--- config.mk ---
export PLATFORM = sky130hd
export DESIGN_NAME = t5_dmem
export DESIGN_NICKNAME = d
export VERILOG_FILES = /design/src/rtl/t5_pkg.sv /design/src/rtl/t5_dmux.sv /design/src/rtl/t5_dmem.sv
export SDC_FILE = /design/constraint.sdc
export NUM_CORES = 1
export LEC_CHECK = 0
export ABC_AREA = 1
export BUFFER_PORTS_ARGS = -buffer_cell sky130_fd_sc_hd__buf_4
export CORE_ASPECT_RATIO = 1.75
export CORE_MARGIN = 1
export CORE_UTILIZATION = 53
export CTS_CLUSTER_SIZE = 14
export DETAILED_ROUTE_END_ITERATION = 10
export PLACE_DENSITY = 0.83
export SYNTH_ARGS = -nofsm -noshare
export SYNTH_HDL_FRONTEND = slang
export SYNTH_SLANG_ARGS = --single-unit
--- constraint.sdc ---
create_clock -name sclk -period 6.8 [get_ports sclk]
set_clock_uncertainty 0.1 [all_clocks]
set_input_delay 0.34 -clock sclk [delete_from_list [all_inputs] [get_ports sclk]]
set_output_delay 0.34 -clock sclk [all_outputs]
set_load 0.05 [all_outputs]
--- src/rtl/t5_pkg.sv ---
// Shared opcode, access-size and FSM state encodings for the data-memory port.
package t5_pkg;

  localparam logic [4:0] OPC_LOAD  = 5'h00;
  localparam logic [4:0] OPC_STORE = 5'h08;

  localparam logic [1:0] SZ_B = 2'd0;
  localparam logic [1:0] SZ_H = 2'd1;
  localparam logic [1:0] SZ_W = 2'd2;

  typedef enum logic [1:0] {
    ST_IDLE = 2'd0,
    ST_BUSY = 2'd1,
    ST_HOLD = 2'd2
  } dmem_st_t;

endpackage

--- src/rtl/t5_dmux.sv ---
// Byte-lane select, store-data replication and misalignment detection (combinational).
module t5_dmux
  import t5_pkg::*;
#(
  parameter int XLEN = 32
) (
  input  logic [1:0]      size,
  input  logic [1:0]      off,
  input  logic [XLEN-1:0] rs2,
  output logic [3:0]      sel,
  output logic [XLEN-1:0] dto,
  output logic            mis
);

  always_comb begin
    sel = 4'hF;
    dto = rs2;
    mis = 1'b0;
    case (size)
      SZ_B: begin
        sel = 4'b0001 << off;
        dto = {(XLEN/8){rs2[7:0]}};
      end
      SZ_H: begin
        sel = off[1] ? 4'hC : 4'h3;
        dto = {(XLEN/16){rs2[15:0]}};
        mis = off[0];
      end
      default: begin
        // size 3 is not a legal RV32 access; it is handled as a word
        sel = 4'hF;
        dto = rs2;
        mis = |off;
      end
    endcase
  end

endmodule

--- src/rtl/t5_dmem.sv ---
// X-stage load/store unit driving a Wishbone master port with stall, hold and watchdog abort.
module t5_dmem
  import t5_pkg::*;
#(
  parameter int XLEN = 32,
  parameter int TOUT = 255
) (
  input  logic            sclk,
  input  logic            srst,
  input  logic            sena,
  input  logic            xvld,
  input  logic [4:0]      xopc,
  input  logic [2:0]      xfn3,
  input  logic [XLEN-1:0] xadd,
  input  logic [XLEN-1:0] xrs2,
  output logic            dwb_cyc,
  output logic            dwb_stb,
  output logic            dwb_wre,
  output logic [XLEN-1:0] dwb_adr,
  output logic [3:0]      dwb_sel,
  output logic [XLEN-1:0] dwb_dto,
  input  logic [XLEN-1:0] dwb_dti,
  input  logic            dwb_ack,
  input  logic            dwb_err,
  output logic [3:0]      xsel,
  output logic [XLEN-1:0] ddat,
  output logic            dstl,
  output logic            derr,
  output logic            dmis
);

  localparam logic [7:0] TLIM = 8'(TOUT - 1);

  dmem_st_t        st, st_nxt;
  logic            req, mis;
  logic [3:0]      sel_c, sel_q;
  logic [XLEN-1:0] dto_c, dto_q, adr_q, dat_q;
  logic            we_q, cyc_q;
  logic [7:0]      cnt;

  // sign/zero extension happens in writeback; the unsigned flag is not needed here
  logic unused_fn3;
  assign unused_fn3 = xfn3[2];

  assign req = xvld && (xopc == OPC_LOAD || xopc == OPC_STORE);

  t5_dmux #(.XLEN(XLEN)) u_dmux (
    .size (xfn3[1:0]),
    .off  (xadd[1:0]),
    .rs2  (xrs2),
    .sel  (sel_c),
    .dto  (dto_c),
    .mis  (mis)
  );

  always_comb begin
    st_nxt = st;
    dstl   = 1'b0;
    derr   = 1'b0;
    dmis   = 1'b0;
    xsel   = sel_c;
    ddat   = dat_q;
    case (st)
      ST_IDLE: begin
        if (req) begin
          if (mis) begin
            dmis = 1'b1;
          end else begin
            dstl   = 1'b1;
            st_nxt = ST_BUSY;
          end
        end
      end
      ST_BUSY: begin
        xsel = sel_q;
        // error beats ack; an ack in the final watchdog cycle still completes
        if (dwb_err || (!dwb_ack && cnt == TLIM)) begin
          derr   = 1'b1;
          st_nxt = ST_IDLE;
        end else if (dwb_ack) begin
          ddat   = dwb_dti;
          st_nxt = sena ? ST_IDLE : ST_HOLD;
        end else begin
          dstl = 1'b1;
        end
      end
      ST_HOLD: begin
        xsel = sel_q;
        if (sena) st_nxt = ST_IDLE;
      end
      default: st_nxt = ST_IDLE;
    endcase
    // keep pipeline-facing strobes quiet while reset is held, even with xvld high
    if (srst) begin
      dstl = 1'b0;
      derr = 1'b0;
      dmis = 1'b0;
      xsel = 4'h0;
    end
  end

  always_ff @(posedge sclk or posedge srst) begin
    if (srst) begin
      st    <= ST_IDLE;
      cyc_q <= 1'b0;
      we_q  <= 1'b0;
      adr_q <= '0;
      sel_q <= 4'h0;
      dto_q <= '0;
      dat_q <= '0;
      cnt   <= 8'd0;
    end else begin
      st    <= st_nxt;
      cyc_q <= (st_nxt == ST_BUSY);
      if (st == ST_IDLE && st_nxt == ST_BUSY) begin
        adr_q <= {xadd[XLEN-1:2], 2'b00};
        sel_q <= sel_c;
        dto_q <= dto_c;
        we_q  <= (xopc == OPC_STORE);
        cnt   <= 8'd0;
      end else if (st == ST_BUSY) begin
        cnt <= cnt + 8'd1;
      end
      if (st == ST_BUSY && dwb_ack && !dwb_err) dat_q <= dwb_dti;
    end
  end

  assign dwb_cyc = cyc_q;
  assign dwb_stb = cyc_q;
  assign dwb_wre = we_q;
  assign dwb_adr = adr_q;
  assign dwb_sel = sel_q;
  assign dwb_dto = dto_q;

endmodule

# After elaboration in Yosys (flattened, before gate mapping)
# Index checks and enable logic that the tools add are counted.
dict set report totals {
  regBits 110
  input_bits 110
  out_inout_bits 110
  wordCells 62
}
dict set report classes {
  add_sub_neg 1
  n_eq_ne 6
  shift 1
  mux 31
  n_reduce_logical 15
}
# op n
set ops {}
lappend ops {{two-way mux 32 bit} 3}
lappend ops {{one-hot mux 32 bit (2 select lines)} 1}
lappend ops {{two-way mux 8 bit} 2}
lappend ops {{two-way mux 1 bit} 12}
lappend ops {{two-way mux 2 bit} 6}
lappend ops {{two-way mux 4 bit} 3}
lappend ops {{adder 8 x 1 -> 8 bit, second input constant} 1}
lappend ops {{== test 8 bit, second input constant} 1}
lappend ops {{one-hot mux 4 bit (2 select lines)} 1}
lappend ops {{== test 2 x 1 -> 1 bit, second input constant} 3}
lappend ops {{one-hot mux 2 bit (3 select lines)} 1}
lappend ops {{== test 5 x 4 -> 1 bit, second input constant} 1}
lappend ops {{logical AND 1 bit} 5}
lappend ops {{logical NOT 5 bit} 1}
lappend ops {{logical NOT 2 bit} 2}
lappend ops {{one-hot mux 1 bit (2 select lines)} 2}
lappend ops {{OR reduction 2 bit} 2}
lappend ops {{left shift 1 x 2 -> 4 bit, first input constant} 1}
lappend ops {{== test 2 bit, second input constant} 1}
lappend ops {{logical NOT 1 bit} 2}
lappend ops {{logical OR 1 bit} 2}
lappend ops {{nonzero test 2 bit} 1}

# Depth between registers and ports, before layout
# Gate-level depths: netlist of run 1.
dict set report depth {
  word_depth 8
  ltp_mapped 13
}

# Hierarchy
# A second synthesis of run 1 with hierarchy kept.
dict set report unflattened {
  cells_unflattened 615
  area_unflattened_um2 5684.2
}
# module instances cells_per_inst area_each_um2 seq_area_each_um2
set by_module_without_submodules {}
lappend by_module_without_submodules {t5_dmem 1 515 5067.4 2752.6}
lappend by_module_without_submodules {t5_dmux 1 100 616.8 0.0}

# Least setup slack after synthesis of run 1
# Ideal clock, no wire load.
dict set report synth_path {
  kind {reg-to-output}
  start {reg st[0]}
  end {out dmis}
  t_arrival_ns 2.172
  t_required_ns 6.360
  path_slack_ns 4.188
  path_stages_with_launch 7
  n_path_buf 2
  cell_sequence {dfrtp_1 inv_1 ha_1 buf_2 clkbuf_1 nand2_1 nor3_1}
}
dict set report synth_between {
  elab_chain_len 3
}
# item line_no
set synth_lines {}
lappend synth_lines {{start: declaration} t5_dmem.sv:34} ;# dmem_st_t st, st_nxt;
lappend synth_lines {{start signal: assignment} t5_dmem.sv:113} ;# st <= st_nxt;
lappend synth_lines {{logical NOT 2 bit} t5_dmem.sv:63} ;# case (st)
lappend synth_lines {{two-way mux 1 bit} t5_dmem.sv:63}
lappend synth_lines {{two-way mux 1 bit} t5_dmem.sv:94} ;# if (srst) begin
lappend synth_lines {{end: declaration} t5_dmem.sv:29} ;# output logic dmis
# No other way between the ends.

# Final worst setup path of run 1
dict set report layout_path {
  start {reg cnt[0]}
  end {reg adr_q[25], in the netlist dwb_adr[25]}
}
dict set report layout_between {
  elab_chain_len 7
}
# item line_no
set layout_lines {}
lappend layout_lines {{start: declaration} t5_dmem.sv:39} ;# logic [7:0] cnt;
lappend layout_lines {{start signal: assignment} t5_dmem.sv:122} ;# cnt <= cnt + 8'd1;
lappend layout_lines {{== test 8 bit} t5_dmem.sv:77} ;# if (dwb_err || (!dwb_ack && cnt == TLIM)) begin
lappend layout_lines {{logical AND 1 bit} t5_dmem.sv:77}
lappend layout_lines {{logical OR 1 bit} t5_dmem.sv:77}
lappend layout_lines {{two-way mux 2 bit} t5_dmem.sv:77}
lappend layout_lines {{one-hot mux 2 bit (3 select lines)} t5_dmem.sv:63}
lappend layout_lines {{== test 2 x 1 -> 1 bit} t5_dmem.sv:115} ;# if (st == ST_IDLE && st_nxt == ST_BUSY) begin
lappend layout_lines {{logical AND 1 bit} t5_dmem.sv:115}
lappend layout_lines {{end signal: assignment} t5_dmem.sv:116} ;# adr_q <= {xadd[XLEN-1:2], 2'b00};
lappend layout_lines {{end: declaration} t5_dmem.sv:37} ;# logic [XLEN-1:0] dto_c, dto_q, adr_q, dat_q;
# No other way between the ends.
# A chain may end at the register's enable or synchronous reset.

==> summary.txt, run 1 <==
Worst setup path
  – Register-to-register path setup slack: 3.33 ns
  – Destination of the worst register-to-register timing path: dwb_adr[25]
  – Cells along the critical path: inv_1 > ha_1 > nand2_1 > nor2_1 > nand2_1 > nand4_1 > nand2_1 > clkinv_2 > nand4_4 > nand2_1 > nand2_1
  – Worst path arrival time: 3.60 ns
  – Cell count of the worst reg-to-reg path: 11
  – Number of buffer and inverter instances along the worst setup path: 2
  – CP max stage cell: nand4_4
  – Cell repeated most along the worst path: nand2_1
  – Worst Setup End Kind: flop
  – Top Family by Delay on Critical Path: simple AND/OR/NAND/NOR gates
  – Worst flop-to-flop path startpoint: cnt[0]
  – Maximum net fanout on the critical path: 75
  – Type of origin of the critical path: flop
  – Worst endpoint required time: 6.93 ns
  – Category of the critical setup timing path: flop to flop
  – Peak per-stage delay on the critical path: 1.04 ns

Route
  – Post-detailed-routing wire length: 15000 um
  – Initial DRT Pass Iterations: 6
  – Vias post-DR: 5095
  – DR DRC count: 0
  – Final ANT Viol Nets: 0
  – Drt via density: 5.41
  – Initial DRC count: 257
  – Mean routed wirelength per cell: 15.9 um

Logic synthesis
  – Count of warnings emitted by yosys: 0
  – Average instance area after synthesis: 9.04 um^2
  – Fraction of synthesis flops using an asynchronous set or reset pin: 100%
  – Combined area of all synthesized cells: 5630 um^2
  – Number of different library cells in the post-synthesis netlist: 27
  – Sequential fraction of the synthesis area: 48.9%
  – Synth Register Bits: 110
  – Prevailing post-synth register cell: dfrtp_1
  – Number of instances in the synthesized netlist: 622
  – Number of flops mapped to enable cells by yosys: 0

Timing
  – Maximum clock rate: 0.288 GHz
  – Number of hold violations in the final report: 0
  – Pins Over Slew Limit: 0
  – Part of the cycle the worst path needs: 51.0%
  – Worst max-slew margin expressed relative to the limit: 23.2%
  – Total Negative Setup Slacks: 0 ns
  – Actual transition at the worst max-transition pin: 1.15 ns
  – Setup repair after global routing missed its margin: no
  – Final critical path time including I/O delays and setup: 3.47 ns
  – Final setup violation count: 0

Clock network
  – Later-pin clock latency in the skew report: 0.34 ns
  – Setup Buffers After CTS: 0
  – CTS Hold Bufs: 0
  – CTS Root Cell: clkbuf_16
  – Number of cells upsized or downsized after cts: 0
  – CTS tree: built
  – Sinks on the clock net: 110
  – Clock buffers created by TritonCTS: 9
  – Worst-path clk slew: 0.08 ns
  – Total number of H-tree levels: 3
  – Maximum number of buffers from clock root to sink: 2

Placement
  – Total instance count after detailed placement: 925
  – GPL Wtd Cong: 0.876
  – Post-detailed-placement half-perimeter wirelength: 10700 um
  – Port Buf Inserts: 216

Layout
  – Diode insertion count for antenna repair: 0
  – Filler Cells Inserted: 780
  – Number of nets in the layout: 925
  – Multi-input combinational cell area: 2440 um^2
  – Relative area change from synthesis to final layout: 33.5%
  – Seq. cell area: 2750 um^2
  – Fin cells: 941
  – Proportion of layout cells with a drive suffix above 1: 38.2%

Power
  – Pwr Density: 537 nW/um^2
  – Reported leakage power: 4.16 nW
  – Worst ir drop on vdd: 368 uV

Floorplanning
  – Starting utilization of the core area: 54.6%
  – Core Box Area: 10300 um^2
  – Die Height: 138 um
  – Number of I/O pins: 220
  – Placement Rows: 49
  – Horiz. Die Dim: 79.9 um
  – Die area: 11000 um^2

Worst hold path
  – Type of the worst min-delay path: input port to async pin

Flow run
  – Total of max-cap violations: 0

Global routing
  – Via count of the first global-routing pass: 5090
  – Number of antenna violations at the first check in global routing: 0
  – Maximum number of pins on one net before global-route repair: 76
  – First-pass GRT wire length: 23900 um
  – Gr ovfl total: 0
  – Total routing resource utilization after global routing: 27.7%

Outcome
  – Run status: complete, no violations
through the flow:
step	worst slack, ns	utilization, %	total power [mW]	hold slack [ns]	area, um^2
floorplan	3.28	-	2.83	0.374	5630
global placement	3.21	69.7	3.41	0.365	7180
detailed placement	3.12	69.7	3.47	0.367	7180
CTS	3.33	72.9	4.05	0.122	7510
global route	2.94	72.9	4.24	0.118	7510
finish	3.33	72.9	4.03	0.100	7510
cells in the mapped netlist (3+ instances only):
master	number	area (um^2)
nand2_1	215	807
dfrtp_1	110	2750
nand4_1	69	432
mux2_2	64	721
inv_1	42	158
buf_2	17	85.1
nor2_1	15	56.3
o21ai_0	14	70.1
clkbuf_1	12	45.0
nand3_1	10	50.1
buf_6	9	101
a21oi_1	7	35.0
buf_4	6	45.0
ha_1	6	75.1
o211ai_1	5	37.5
xor2_1	5	43.8
nor3_1	3	15.0
worst max path at each step:
stage / from / to / cells after the start
finish: cnt[0] / dwb_adr[25] / 11
global route: cnt[0] / dwb_adr[25] / 11
CTS: cnt[0] / dwb_adr[25] / 11
detailed placement: xfn3[1] / dwb_adr[25] / 11
global placement: xfn3[1] / dwb_adr[3] / 11
floorplan: srst / cnt[0] / 2
logic make-up (layout without fill, tap and decap cells):
group / Yosys count / in the layout / share of synthesized area, %
other: 1 / 2 / 0.0667
xor gates and xnor gates: 7 / 7 / 1.09
AOI/OAI and AO/OA: 26 / 26 / 2.54
muxes: 64 / 64 / 12.8
DFF: 110 / 110 / 48.9
adders and majority gates: 6 / 6 / 1.33
and+or+nand+nor: 318 / 318 / 25.2
buffers and inverters: 90 / 281 / 8.01
cell type report:
cell class	instances	share of cell area (%)
clock inverter	6	1.22
sequential	110	36.7
clock buffer	10	3.18
inverter	45	2.30
multi-input combinational	423	32.5
timing repair buffer	220	22.0
tap	127	2.12
power breakdown:
group          internal [mW]  switching [mW]
sequential             0.930           0.154
combinational          0.712            1.66
clock                  0.336           0.241
total                   1.98            2.06
cell usage in the layout (no fill, tap or decap), drive strengths merged, types with 5 or more instances in the layout:
cell | netlist | routed
nand2 | 216 | 216
a21oi | 7 | 7
o21ai | 14 | 14
dfrtp | 110 | 110
nand3 | 11 | 11
buf | 33 | 220
nor2 | 17 | 17
ha | 6 | 6
o211ai | 5 | 5
nand4 | 70 | 70
mux2 | 64 | 64
clkbuf | 12 | 10
xor2 | 5 | 5
inv | 44 | 46
state kept, by name, summed over array words and instances (netlist names):
register  flops
dwb_dto      32
cnt           8
dat_q        32
dwb_sel       4
st            2
dwb_cyc       1
dwb_wre       1
dwb_adr      30
routing by layer:
layer / global-route usage, % / wire length [um] / share of wire, %
met2: 48.8 / 7830 / 52
met1: 30.6 / 5400 / 36
met3: 7.06 / 1180 / 7.9
met4: 12.5 / 545 / 3.6
met5: 0 / 0 / 0
(Power assumes the default switching activity.)
==> inputs of run 2 (changes only) <==
Settings changed: CORE_UTILIZATION 53 to 49, PLACE_DENSITY 0.83 to 0.77.
Clock period 6.8 ns to 3.45 ns, I/O delays scaled along.
==> run 2 against run 1 <==
Effect of this change:
- utilization increased by 0.38 points
- non-clock buffer count increased by 69
- power increased by 99%
- clock power increased by 85%
- critical path depth decreased by 5
- via count increased by 6.5%
- register-to-register slack got worse by 2.4 ns
- sequential cell count unchanged
- hold slack got worse by 0.096 ns
- setup slack got worse by 2.7 ns
- largest power group unchanged
- first-iteration DRC count decreased by 5.8%
==> summary.txt, run 2 (synthesized netlist as in run 1, its figures left out) <==
Outcome
  – Run status: complete, no violations

Route
  – Drt via density: 5.35 (-1.2%)
  – Vias post-DR: 5427 (+6.5%)
  – Initial DRC count: 242 (-5.8%)
  – Initial DRT Pass Iterations: 4 (-2)
  – DR DRC count: 0 (unchanged)
  – Mean routed wirelength per cell: 16.5 um (+4.0%)
  – Post-detailed-routing wire length: 16800 um (+12%)
  – Final ANT Viol Nets: 0 (unchanged)

Clock network
  – Number of cells upsized or downsized after cts: 0 (unchanged)
  – Sinks on the clock net: 110 (unchanged)
  – Maximum number of buffers from clock root to sink: 2 (unchanged)
  – CTS tree: built
  – Later-pin clock latency in the skew report: 0.35 ns (about the same)
  – Worst-path clk slew: 0.07 ns (about the same)
  – Clock buffers created by TritonCTS: 9 (unchanged)
  – CTS Root Cell: clkbuf_16
  – Total number of H-tree levels: 3 (unchanged)

Flow run
  – Total of max-cap violations: 0 (unchanged)

Global routing
  – Met1 Track Usage GR: 31.8% (+1.3 points)
  – First-pass GRT wire length: 26800 um (+12%)
  – Maximum number of pins on one net before global-route repair: 71 (-6.6%)
  – Global routing met3 resource utilization: 6.20% (-0.86 points)
  – Gr ovfl total: 0 (unchanged)
  – Total routing resource utilization after global routing: 28.2% (+0.51 points)
  – Via count of the first global-routing pass: 5493 (+7.9%)
  – Top Usage Layer GRT: met2
  – GRT met2 Usage: 51.0% (+2.2 points)
  – Number of antenna violations at the first check in global routing: 0 (unchanged)

Placement
  – Post-detailed-placement cell area: 7230 um^2 (+0.68%)
  – Port Buf Inserts: 216 (unchanged)
  – GPL Wtd Cong: 0.909 (+3.8%)
  – Post-detailed-placement half-perimeter wirelength: 11300 um (+5.7%)

Power
  – Pwr Density: 983 nW/um^2 (+83%)
  – Worst ir drop on vdd: 678 uV (+84%)
  – Reported leakage power: 4.44 nW (+6.6%)

Worst setup path
  – Top Family by Delay on Critical Path: buffers and inverters
  – Worst path arrival time: 2.51 ns (-1.09 ns)
  – Category of the critical setup timing path: flop to primary output
  – Number of buffer and inverter instances along the worst setup path: 3 (+1)
  – Worst endpoint required time: 3.18 ns (-3.75 ns)
  – Cells along the critical path: inv_1 > ha_1 > nand3_2 > buf_4 > mux2_2 > buf_4
  – Destination of the worst register-to-register timing path: dwb_dto[18]
  – Type of origin of the critical path: flop
  – Worst Setup End Kind: primary output
  – Peak per-stage delay on the critical path: 0.59 ns (-0.45 ns)
  – Cell count of the worst reg-to-reg path: 10 (-1)
  – CP max stage cell: buf_4
  – Register-to-register path setup slack: 0.95 ns (-2.38 ns)
  – Maximum net fanout on the critical path: 64 (-15%)
  – Worst flop-to-flop path startpoint: st[1]
  – Cell repeated most along the worst path: buf_4

Timing
  – Final critical path time including I/O delays and setup: 2.78 ns
  – Part of the cycle the worst path needs: 80.7%
  – Setup repair after global routing missed its margin: no
  – Pins Over Slew Limit: 0 (unchanged)
  – Worst max-slew margin expressed relative to the limit: 42.9% (+20 points)
  – Total Negative Setup Slacks: 0 ns (unchanged)
  – Maximum clock rate: 0.359 GHz
  – Final setup violation count: 0 (unchanged)
  – Number of hold violations in the final report: 0 (unchanged)
  – Actual transition at the worst max-transition pin: 0.857 ns (-0.296 ns)

Layout
  – Proportion of layout cells with a drive suffix above 1: 35.6% (-2.6 points)
  – Diode insertion count for antenna repair: 0 (unchanged)
  – Most common cell after layout, fill and taps aside: buf_4
  – Final std cell area, no fill: 8180 um^2 (+9.0%)
  – Filler Cells Inserted: 790 (+1.3%)
  – Relative area change from synthesis to final layout: 45.5%
  – Seq. cell area: 2750 um^2 (unchanged)
  – Number of nets in the layout: 994 (+7.5%)
  – Multi-input combinational cell area: 2440 um^2 (unchanged)
  – Commonest non-fill, non-tap cells in the layout: buf_4 (223), nand2_1 (215), dfrtp_1 (110)

Floorplanning
  – Number of I/O pins: 220 (unchanged)
  – Placement Rows: 51 (+4.1%)
  – Horiz. Die Dim: 83.0 um (+3.9%)
  – Starting utilization of the core area: 50.4% (-4.2 points)
  – Die area: 11900 um^2 (+8.0%)
  – Core Box Area: 11200 um^2 (+8.4%)
  – Die Height: 144 um (+3.9%)

Worst hold path
  – Hold path endpoint: dwb_dto[0]
  – Hold Crit Depth: 3
  – Hold Startpoint: xrs2[0]
  – Type of the worst min-delay path: input port to flop
==> run 2: cell types whose count changed in the layout (fill, tap and decap cells not counted) <==
| cell | delta |
|---|---|
| buf_12 | +1 |
| buf_4 | +3 |
| bufinv_16 | -1 |
| clkinv_2 | -1 |
| clkinvlp_4 | +1 |
| dlygate4sd3_1 | +65 |
| inv_6 | -1 |
| inv_8 | +1 |
==> run 2: how the worst max path moves through the flow <==
stage	start	endpoint	slack [ns]	cells past startpoint
final	st[1]	ddat[5]	0.67	6
after detailed placement	st[1]	dwb_dto[18]	0.93	10
after global routing	st[1]	ddat[5]	0.54	6
after global placement	st[1]	dwb_dto[27]	1.02	10
after floorplan	srst	cnt[0]	0.1	2
after CTS	st[1]	ddat[5]	0.66	6
==> run 2: power by group <==
part	internal (mW)	leakage, nW	switching [mW]
Clock	0.588	0.147	0.480
Sequential	1.83	1.40	0.317
Combinational	1.48	2.89	3.34
Total	3.91	4.44	4.13
==> run 2: area by class of cell <==
| cell class | count | area share [%] |
|---|---|---|
| multi-input combinational | 423 | 29.8 |
| clock buffer | 10 | 2.92 |
| timing repair buffer | 289 | 28.7 |
| inverter | 45 | 2.11 |
| clock inverter | 5 | 0.810 |
| sequential | 110 | 33.6 |
| tap | 132 | 2.02 |
==> run 2: metal layers <==
metal  share of wire [%]  routed length [um]  vias to the layer above
li1                    -                   -                     2558
met1                  37                6220                     2602
met2                  54                8980                      223
met3                 5.7                 959                       44
met4                 3.6                 602                        0
met5                   0                   0                        -
==> run 2: worst register-to-register path, delay by kind of cell, from the launching register on <==
kind / cells / cell delay [ns]
buffers and inverters: 3 / 0.63
and+or+nand+nor: 6 / 0.93
DFF: 1 / 0.42
adders and majority gates: 1 / 0.32
==> run 2: metrics by stage <==
stage	total power, mW	cells	setup WS [ns]	util (%)	hold WS (ns)
finish	8.04	1014	0.665	73.3	0.00446
global route	8.46	1014	0.544	73.3	0.00934
CTS	8.03	1014	0.662	73.3	0.00364
detailed placement	6.88	934	0.934	64.7	0.320
global placement	6.76	934	1.02	64.7	0.312
floorplan	5.57	623	0.0979	-	0.216
==> run 2: timing repair <==
action                    4_1_cts  5_1_grt
hold endpoints to repair       85        0
hold buffers                   65        0
setup buffers                   0        0
==> inputs of run 3 (changes only) <==
Clock period 3.45 ns to 2.6 ns, I/O delays scaled along.
==> run 3 against run 2 <==
Effect of this change:
- via count increased by 0.50%
- sequential power is 33% higher
- critical path depth is the same
- setup slack got worse by 0.50 ns
- sequential share of layout area down 0.26 points
- critical path type unchanged
==> summary.txt, run 3 (synthesized netlist as in run 1, its figures left out) <==
Floorplanning
  – Die area: 11900 um^2 (unchanged)
  – Placement Rows: 51 (unchanged)
  – Horiz. Die Dim: 83.0 um (unchanged)
  – Number of I/O pins: 220 (unchanged)
  – Core Box Area: 11200 um^2 (unchanged)
  – Starting utilization of the core area: 50.4% (unchanged)
  – Die Height: 144 um (unchanged)

Global routing
  – Total routing resource utilization after global routing: 28.4% (+0.13 points)
  – Via count of the first global-routing pass: 5579 (+1.6%)
  – First-pass GRT wire length: 26900 um (+0.54%)
  – Maximum number of pins on one net before global-route repair: 65 (-8.5%)
  – Number of antenna violations at the first check in global routing: 0 (unchanged)
  – Gr ovfl total: 0 (unchanged)

Worst setup path
  – Type of origin of the critical path: flop
  – Peak per-stage delay on the critical path: 0.40 ns (-0.19 ns)
  – Maximum net fanout on the critical path: 64 (unchanged)
  – Worst endpoint required time: 2.37 ns (-0.81 ns)
  – Cells along the critical path: inv_1 > ha_1 > nand3_2 > buf_12 > mux2_2 > buf_4
  – Category of the critical setup timing path: flop to primary output
  – Destination of the worst register-to-register timing path: dwb_dto[26]
  – Worst setup path start: st[1]
  – Worst Setup End Kind: primary output
  – Worst path arrival time: 2.20 ns (-0.31 ns)
  – CP max stage cell: dfrtp_1
  – Worst flop-to-flop path startpoint: st[1]
  – Number of buffer and inverter instances along the worst setup path: 3 (unchanged)
  – Top Family by Delay on Critical Path: buffers and inverters
  – Cell count of the worst reg-to-reg path: 11 (+1)
  – Register-to-register path setup slack: 0.41 ns (-0.54 ns)

Power
  – PnR Total Power: 10.6 mW (+32%)
  – Reported leakage power: 4.46 nW (+0.54%)
  – Pwr Density: 1280 nW/um^2 (+31%)
  – Worst ir drop on vdd: 864 uV (+27%)

Route
  – Post-detailed-routing wire length: 17000 um (+1.5%)
  – DR DRC count: 0 (unchanged)
  – Final ANT Viol Nets: 0 (unchanged)
  – Mean routed wirelength per cell: 16.6 um (+0.65%)
  – Initial DRC count: 245 (+1.2%)
  – Drt via density: 5.33 (-0.39%)
  – Vias post-DR: 5454 (+0.50%)
  – Initial DRT Pass Iterations: 5 (+1)

Layout
  – Final std cell area, no fill: 8250 um^2 (+0.76%)
  – Most common cell after layout, fill and taps aside: buf_4
  – Filler Cells Inserted: 780 (-1.3%)
  – Number of nets in the layout: 1003 (+0.91%)
  – Fin cells: 1023 (+0.89%)
  – Final Util: 73.8% (+0.56 points)
  – Relative area change from synthesis to final layout: 46.6%
  – Proportion of layout cells with a drive suffix above 1: 35.6% (about the same)
  – Commonest non-fill, non-tap cells in the layout: buf_4 (225), nand2_1 (215), dfrtp_1 (110)
  – Diode insertion count for antenna repair: 0 (unchanged)

Clock network
  – Setup Buffers After CTS: 0 (unchanged)
  – Maximum number of buffers from clock root to sink: 2 (unchanged)
  – Number of cells upsized or downsized after cts: 0 (unchanged)
  – Clock buffers created by TritonCTS: 9 (unchanged)
  – Sinks on the clock net: 110 (unchanged)
  – Later-pin clock latency in the skew report: 0.35 ns (about the same)
  – CTS tree: built
  – CTS Root Cell: clkbuf_16
  – Total number of H-tree levels: 3 (unchanged)
  – Worst-path clk slew: 0.07 ns (about the same)

Outcome
  – Run status: complete, no violations

Flow run
  – Total of max-cap violations: 0 (unchanged)

Worst hold path
  – Type of the worst min-delay path: input port to flop
  – Hold Crit Depth: 5 (+2)
  – Hold Startpoint: xrs2[16]
  – Hold path endpoint: dwb_dto[16]

Placement
  – GPL Wtd Cong: 0.891 (-2.0%)
  – Port Buf Inserts: 216 (unchanged)
  – Minimum setup slack after placement: 0.425 ns (-0.509 ns)
  – Post-detailed-placement half-perimeter wirelength: 11300 um (+0.57%)
  – Total instance count after detailed placement: 937 (+0.32%)
  – Post-detailed-placement cell area: 7260 um^2 (+0.50%)

Timing
  – Number of hold violations in the final report: 0 (unchanged)
  – Maximum clock rate: 0.411 GHz
  – Setup repair after global routing missed its margin: no
  – Part of the cycle the worst path needs: 93.6%
  – Final setup violation count: 0 (unchanged)
  – Final critical path time including I/O delays and setup: 2.43 ns
  – Worst path setup slack after routing: 0.165 ns (-0.500 ns)
  – Actual transition at the worst max-transition pin: 0.733 ns (-0.124 ns)
  – Pins Over Slew Limit: 0 (unchanged)
  – Worst hold-check slack: 0.0196 ns (+0.0152 ns)
  – Total Negative Setup Slacks: 0 ns (unchanged)
  – Worst max-slew margin expressed relative to the limit: 51.0% (+8.2 points)
-- run 3: power breakdown --
group	switching, mW	internal, mW	total [mW]
clock network	0.639	0.652	1.29
registers	0.416	2.43	2.85
logic	4.45	1.99	6.44
-- run 3: worst reg2reg max path: stages, from the launching register on --
cell     delay [ns]
dfrtp_1        0.42
inv_1          0.12
ha_1           0.35
nand2_1        0.10
inv_1          0.06
nand4_1        0.12
inv_1          0.07
nor2_1         0.07
nor2_4         0.09
buf_4          0.37
nand4_1        0.18
nand2_1        0.09
-- run 3: cell type report --
type,instances,area (um^2),area share (%)
multi-input combinational,423,2440,29.6
clock buffer,9,225,2.73
clock inverter,6,46.3,0.561
timing repair buffer,298,2440,29.6
tap,132,165,2.00
inverter,45,174,2.11
sequential,110,2750,33.4
-- run 3: worst max path at each step --
stage | to | slack [ns] | cells after the start
after global placement | dwb_dto[21] | 0.50 | 11
after CTS | ddat[6] | 0.17 | 6
after global routing | ddat[5] | 0.06 | 6
after detailed placement | dwb_dto[26] | 0.43 | 11
after floorplan | dmis | 0.20 | 6
final | ddat[5] | 0.17 | 6
-- run 3: metal layers --
| layer | routed length, um | vias to the layer above | track usage, % | share of wire (%) |
|---|---|---|---|---|
| met2 | 8870 | 263 | 50.4 | 52 |
| met3 | 1070 | 58 | 6.38 | 6.3 |
| met1 | 6290 | 2556 | 31.9 | 37 |
| met5 | 0 | - | 0 | 0 |
| li1 | - | 2577 | - | - |
| met4 | 789 | 0 | 14.3 | 4.6 |
-- run 3: what timing repair did --
| item | 4_1_cts | 5_1_grt |
|---|---|---|
| endpoints found under the hold margin | 101 | 0 |
| hold buffers | 71 | 0 |
| endpoints found under the setup margin | 0 | 0 |
